==> src/rtl/seven_seg_pkg.sv <==
// Shared constants for the seven-segment reader: glyph patterns (seg_a is bit 6),
// the capture FSM state type and the width of one recovered digit value.
package seven_seg_pkg;

    localparam int DIGIT_W = 3;

    localparam logic [6:0] SEG_0 = 7'b1111110;
    localparam logic [6:0] SEG_1 = 7'b0110000;
    localparam logic [6:0] SEG_2 = 7'b1101101;
    localparam logic [6:0] SEG_3 = 7'b1111001;
    localparam logic [6:0] SEG_4 = 7'b0110011;
    localparam logic [6:0] SEG_5 = 7'b1011011;
    localparam logic [6:0] SEG_6 = 7'b1011111;
    localparam logic [6:0] SEG_7 = 7'b1110000;
    localparam logic [6:0] SEG_E = 7'b1001111;

    typedef enum logic [1:0] {
        IDLE,
        SETTLE,
        CAPTURED
    } state_t;

endpackage

==> src/rtl/seven_segment_pattern_dec.sv <==
// Combinational glyph decoder: 7-bit segment pattern -> 3-bit value plus error flag.
module seven_segment_pattern_dec
    import seven_seg_pkg::*;
(
    input  logic [6:0]         pattern,
    output logic [DIGIT_W-1:0] value,
    output logic               err
);

    always_comb begin
        value = '0;
        err   = 1'b0;
        case (pattern)
            SEG_0:   value = 3'd0;
            SEG_1:   value = 3'd1;
            SEG_2:   value = 3'd2;
            SEG_3:   value = 3'd3;
            SEG_4:   value = 3'd4;
            SEG_5:   value = 3'd5;
            SEG_6:   value = 3'd6;
            SEG_7:   value = 3'd7;
            // SEG_E and any unlisted pattern report value 0 with the error flag
            default: err   = 1'b1;
        endcase
    end

endmodule

==> src/rtl/seven_segment_reader.sv <==
// Recovers digit values from a multiplexed seven-segment bus and publishes whole frames.
// Build option: define SEG_ACTIVE_LOW_EN for common-anode panels (segment lines inverted).
module seven_segment_reader
    import seven_seg_pkg::*;
#(
    parameter int NUM_DIGITS    = 4,
    parameter int STABLE_CYCLES = 8
) (
    input  logic                          clk,
    input  logic                          rst_n,
    input  logic [NUM_DIGITS-1:0]         dig_sel,
    input  logic                          seg_a,
    input  logic                          seg_b,
    input  logic                          seg_c,
    input  logic                          seg_d,
    input  logic                          seg_e,
    input  logic                          seg_f,
    input  logic                          seg_g,
    output logic [DIGIT_W*NUM_DIGITS-1:0] digits,
    output logic [NUM_DIGITS-1:0]         digit_err,
    output logic                          frame_valid,
    output logic                          frame_err
);

    localparam int              CNT_W   = $clog2(STABLE_CYCLES + 1);
    localparam logic [CNT_W-1:0] CNT_MAX = CNT_W'(STABLE_CYCLES);
    localparam logic [CNT_W-1:0] CNT_ONE = CNT_W'(1);

    logic [6:0] pat_raw;
    logic [6:0] pat_in;

    assign pat_raw = {seg_a, seg_b, seg_c, seg_d, seg_e, seg_f, seg_g};
`ifdef SEG_ACTIVE_LOW_EN
    assign pat_in = ~pat_raw;
`else
    assign pat_in = pat_raw;
`endif

    logic [NUM_DIGITS-1:0]         s_sel_reg, p_sel_reg;
    logic [6:0]                    s_pat_reg, p_pat_reg;
    state_t                        state_reg, state_next;
    logic [CNT_W-1:0]              cnt_reg, cnt_next;
    logic [NUM_DIGITS-1:0]         mask_reg, mask_next;
    logic [DIGIT_W*NUM_DIGITS-1:0] stage_val, digits_reg;
    logic [NUM_DIGITS-1:0]         stage_err, digit_err_reg, cap_bits;
    logic                          frame_valid_reg, frame_err_reg;
    logic                          one_hot, same, capture, frame_done;
    logic [DIGIT_W-1:0]            dec_val;
    logic                          dec_err;

    seven_segment_pattern_dec u_dec (
        .pattern (s_pat_reg),
        .value   (dec_val),
        .err     (dec_err)
    );

    assign one_hot    = $onehot(s_sel_reg);
    assign same       = ({s_sel_reg, s_pat_reg} == {p_sel_reg, p_pat_reg});
    assign cap_bits   = capture ? s_sel_reg : '0;
    assign frame_done = &mask_reg;

    // Sample register plus a copy of the previous sample for change detection
    always_ff @(posedge clk or negedge rst_n) begin
        if (!rst_n) begin
            s_sel_reg <= '0;
            s_pat_reg <= '0;
            p_sel_reg <= '0;
            p_pat_reg <= '0;
        end else begin
            s_sel_reg <= dig_sel;
            s_pat_reg <= pat_in;
            p_sel_reg <= s_sel_reg;
            p_pat_reg <= s_pat_reg;
        end
    end

    always_ff @(posedge clk or negedge rst_n) begin
        if (!rst_n) begin
            state_reg <= IDLE;
            cnt_reg   <= '0;
        end else begin
            state_reg <= state_next;
            cnt_reg   <= cnt_next;
        end
    end

    always_comb begin
        state_next = state_reg;
        cnt_next   = cnt_reg;
        capture    = 1'b0;
        case (state_reg)
            IDLE: begin
                if (one_hot) begin
                    state_next = SETTLE;
                    cnt_next   = CNT_ONE;
                end
            end
            SETTLE: begin
                if (!one_hot) begin
                    state_next = IDLE;
                    cnt_next   = '0;
                end else if (same) begin
                    cnt_next = (cnt_reg == CNT_MAX) ? cnt_reg : cnt_reg + CNT_ONE;
                end else begin
                    cnt_next = CNT_ONE;
                end
            end
            CAPTURED: begin
                if (!same) begin
                    state_next = one_hot ? SETTLE : IDLE;
                    cnt_next   = one_hot ? CNT_ONE : '0;
                end
            end
            default: begin
                state_next = IDLE;
                cnt_next   = '0;
            end
        endcase
        // Capture on the same edge the count reaches the threshold, so STABLE_CYCLES=1 works
        if (state_next == SETTLE && cnt_next == CNT_MAX) begin
            capture    = 1'b1;
            state_next = CAPTURED;
        end
    end

    genvar gi;
    generate
        for (gi = 0; gi < NUM_DIGITS; gi++) begin : g_slot
            logic [DIGIT_W-1:0] val_reg;
            logic               err_reg;

            always_ff @(posedge clk or negedge rst_n) begin
                if (!rst_n) begin
                    val_reg <= '0;
                    err_reg <= 1'b0;
                end else if (cap_bits[gi]) begin
                    val_reg <= dec_val;
                    err_reg <= dec_err;
                end
            end

            assign stage_val[gi*DIGIT_W +: DIGIT_W] = val_reg;
            assign stage_err[gi]                    = err_reg;
        end
    endgenerate

    // A capture coinciding with publication lands in the freshly cleared mask
    assign mask_next = frame_done ? cap_bits : (mask_reg | cap_bits);

    always_ff @(posedge clk or negedge rst_n) begin
        if (!rst_n) begin
            mask_reg        <= '0;
            digits_reg      <= '0;
            digit_err_reg   <= '0;
            frame_valid_reg <= 1'b0;
            frame_err_reg   <= 1'b0;
        end else begin
            mask_reg        <= mask_next;
            frame_valid_reg <= frame_done;
            if (frame_done) begin
                digits_reg    <= stage_val;
                digit_err_reg <= stage_err;
                frame_err_reg <= |stage_err;
            end
        end
    end

    assign digits      = digits_reg;
    assign digit_err   = digit_err_reg;
    assign frame_valid = frame_valid_reg;
    assign frame_err   = frame_err_reg;

endmodule

==> config.mk <==
export PLATFORM = sky130hd
export DESIGN_NAME = seven_segment_reader
export DESIGN_NICKNAME = d
export VERILOG_FILES = /design/src/rtl/seven_seg_pkg.sv /design/src/rtl/seven_segment_pattern_dec.sv /design/src/rtl/seven_segment_reader.sv
export SDC_FILE = /design/constraint.sdc
export NUM_CORES = 1
export LEC_CHECK = 0
export ABC_AREA = 1
export CELL_PAD_IN_SITES_DETAIL_PLACEMENT = 0
export CELL_PAD_IN_SITES_GLOBAL_PLACEMENT = 1
export CORE_MARGIN = 3
export CORE_UTILIZATION = 30
export DETAILED_ROUTE_END_ITERATION = 10
export GPL_ROUTABILITY_DRIVEN = 0
export PLACE_DENSITY = 0.63
export SYNTH_ARGS = -nofsm -noshare
export SYNTH_HDL_FRONTEND = slang
export SYNTH_SLANG_ARGS = --single-unit
==> constraint.sdc <==
create_clock -name clk -period 3.5 [get_ports clk]
set_input_delay 0.7 -clock clk [delete_from_list [all_inputs] [get_ports clk]]
set_output_delay 0.7 -clock clk [all_outputs]
set_load 0.01 [all_outputs]
==> impl_results.md <==
* Max cap viols at 0
* Iteration-0 DRC Markers at 61
* Fin crit share at 88.6%
* Port bufs at 30
* Synthesized net count at 319
* Clock buffer depth at 2
* Multi-input gate area at 1120 µm²
* Largest family of logic cells by synthesized area: simple AND/OR/NAND/NOR gates
* Area grow syn2layout at 22.6%
* Sequential cell area at 1650 µm²
* WP data required at 3.72 ns
* First-pass GRT wire length at a little under 10 mm
* Total GRT Usage at 11.1%
* Maximum vdd drop at 0.000290 V
* Post-CTS resize count at 0
* Worst-skew pair later-pin latency at between 0.3 and 0.4 ns
* Total number of vias at 2,119
* First-pass DRT Iterations at 4
* I/O Pins at 31
* CTS tree: yes
* Buf+Inv Stages, Crit Path at 3
* Grt total ovfl at 0
* Post-synthesis simple-gate area fraction at 24.4%
* Setup violators final at 0
* CP delay by family, top: simple AND/OR/NAND/NOR gates
* Synth Area in Adders at 2.36%
* Root buf cell: clkbuf_8
* Cell variety after synth at 30
* Top-area cell type share of the netlist area at 55.6%
* Die Y-Extent at about 110 µm
* Initial antenna violation count at 0
* Arrival @ worst endpoint at about 3.3 ns
* Reg2reg path depth at 16
* Mux cell area share after synthesis at a little over 6%
* Pins over their slew limit at 0
* Power Density at around 440 nW/µm²
* RSZ-0062 raised after global routing: false
* Top-count cell post-synth: nand2_1
* TritonCTS buffer count at 9
* Final min period at about 3.1 ns
* Slowest cell on the critical path: fa_1
* Clock Skew at approximately 0.015 ns
* Setup WS post-layout at 0.400 ns
* Syn Inst Count at 301
* Top cells by count, synth: 81 x nand2_1, 66 x dfrtp_1, 38 x inv_1, 26 x nand4_1, 16 x mux2_2
* Crit path top cell by count: nand2_1
* Seq/Total Area, Yosys at 55.6%
* Post-Syn Area per Cell at 9.86 µm²
* Pre-CTS setup slack at ~0.42 ns
* Status: complete, no violations
* Hold WC Path Type: in2async
* Max-slew headroom at between 40% and 50%
* Kind of critical path: reg2reg
* Fmax at 323 MHz
* Postcts setup bufs at 0
* Setup TNS Final at 0 ns
* Diode count at 0
* Post-Synth XOR/XNOR Area at 1.77%
* Largest net degree at the start of global routing at 36
* Hold Violations, Final at 0
* Worst Path Max Fanout at 18
* Main synth FF type: dfrtp_1
* Final wirelength at 5.79 mm
* Final non-filler cell area at 3640 µm²
* Nets at 359
* Cts hold-fix bufs at 0
* Yosys top cell by area: dfrtp_1
* Post-synth EDFFs at 0
* Worst hold slack at 0.447 ns
* Seq cells post-synth at 66
* Crit path largest cell delay at roughly 0.53 ns
* Standby leakage power at 1.80 nW
* Clock sinks at 66
* Syn. warnings at 0
* Fillers at 973
* Layout Cells excl Fill at ~480
* Critical Path Start Type: register
* Synth async-reset ratio at 100%
* Share of cells above drive strength 1 at 15.9%
* Total die area at 11,100 µm²
* Crit end category: register
* H-tree lvl count at 3
* Vias per inst at 4.46
* Die Width at 105 µm
* Synth Area in Compound Gates at 3.03%
* Post-detailed-route wirelength per cell at 12.2 µm
* Final HPWL DP at 4.35 mm
* Dpl cells at 459
* Worst Tran Pin Value at 0.786 ns
* Clk slew on worst S/H paths at approximately 0.070 ns
* DRC at 0
* Top area cells in the synthesized netlist: dfrtp_1 56%, nand2_1 10%, mux2_2 6.1%
* Core Region at 9420 µm²
* Placement Rows at 35
* Antenna violation net count after detailed routing at 0
* Worst path depth at 16
* Number of global-route vias before repair at 2,027
* Post-synthesis cell area at 2970 µm²
* Initial Utilization at between 30% and 40%
* Critical path, cell by cell: inv_1 -> fa_1 -> inv_1 -> ha_1 -> ha_1 -> nor2_1 -> nand2_1 -> nor2_1 -> nand2_1 -> o21ai_1 -> nor2_1 -> nor2_4 -> buf_4 -> nand3_4 -> nand2_1 -> nand2_1
* Post-placement cell area at between 3000 and 4000 µm²
cells by family after synthesis:
| kind of cell | Yosys count |
|---|---|
| compound gates | 15 |
| xor+xnor | 6 |
| fa+ha+maj | 5 |
| buf+inv | 48 |
| flops | 66 |
| mux | 16 |
| simple gates | 145 |
layout make-up:
| class | count | area share (%) |
|---|---|---|
| sequential | 66 | 45.4 |
| timing repair buffer | 36 | 9.69 |
| clock inverter | 4 | 1.41 |
| inverter | 41 | 4.23 |
| tap | 129 | 4.43 |
| clock buffer | 12 | 3.99 |
| multi-input combinational | 187 | 30.9 |
routing by layer:
metal	global-route usage, %	up-vias	share of wire [%]
met2	16.5	42	46
met4	3.66	0	0.57
met3	3.43	2	4.7
li1	-	1066	-
met1	15.5	1009	48
met5	0	-	0
layout by cell type, fill, tap and decap left out, drive strengths merged, types with 4 or more instances in the layout:
cell type / count
a21oi: 4
clkbuf: 12
o21ai: 7
xnor2: 4
nor2: 16
nand4: 26
mux2: 16
dfrtp: 66
nand3: 17
inv: 41
buf: 7
nand2: 82
ha: 4
clkdlybuf4s50: 29
path summary, 6_finish.rpt:
check,start,endpoint,slack (ns)
worst min register to register,s_pat_reg[4],p_pat_reg[4],0.46
min in group clk,s_pat_reg[4],p_pat_reg[4],0.46
worst min-delay path,rst_n,frame_valid,0.45
worst max-delay path,s_sel_reg[0],g_slot[2].val_reg[2],0.40
max in group asynchronous,rst_n,s_sel_reg[3],2.41
worst max register to register,s_sel_reg[0],g_slot[2].val_reg[2],0.40
report_power, final:
group	switching, mW	leakage [nW]	internal (mW)
combinational	0.106	0.831	0.0574
sequential	0.0202	0.868	0.783
clock	0.282	0.0966	0.349
metrics by stage:
step	util (%)	power (mW)
3_5_place_dp	36.6	0.984
3_3_place_gp	36.6	0.984
6_report	38.7	1.60
5_1_grt	38.7	1.68
2_1_floorplan	-	0.931
4_1_cts	38.7	1.62
Note: power is estimated with default switching activity, not from simulation.
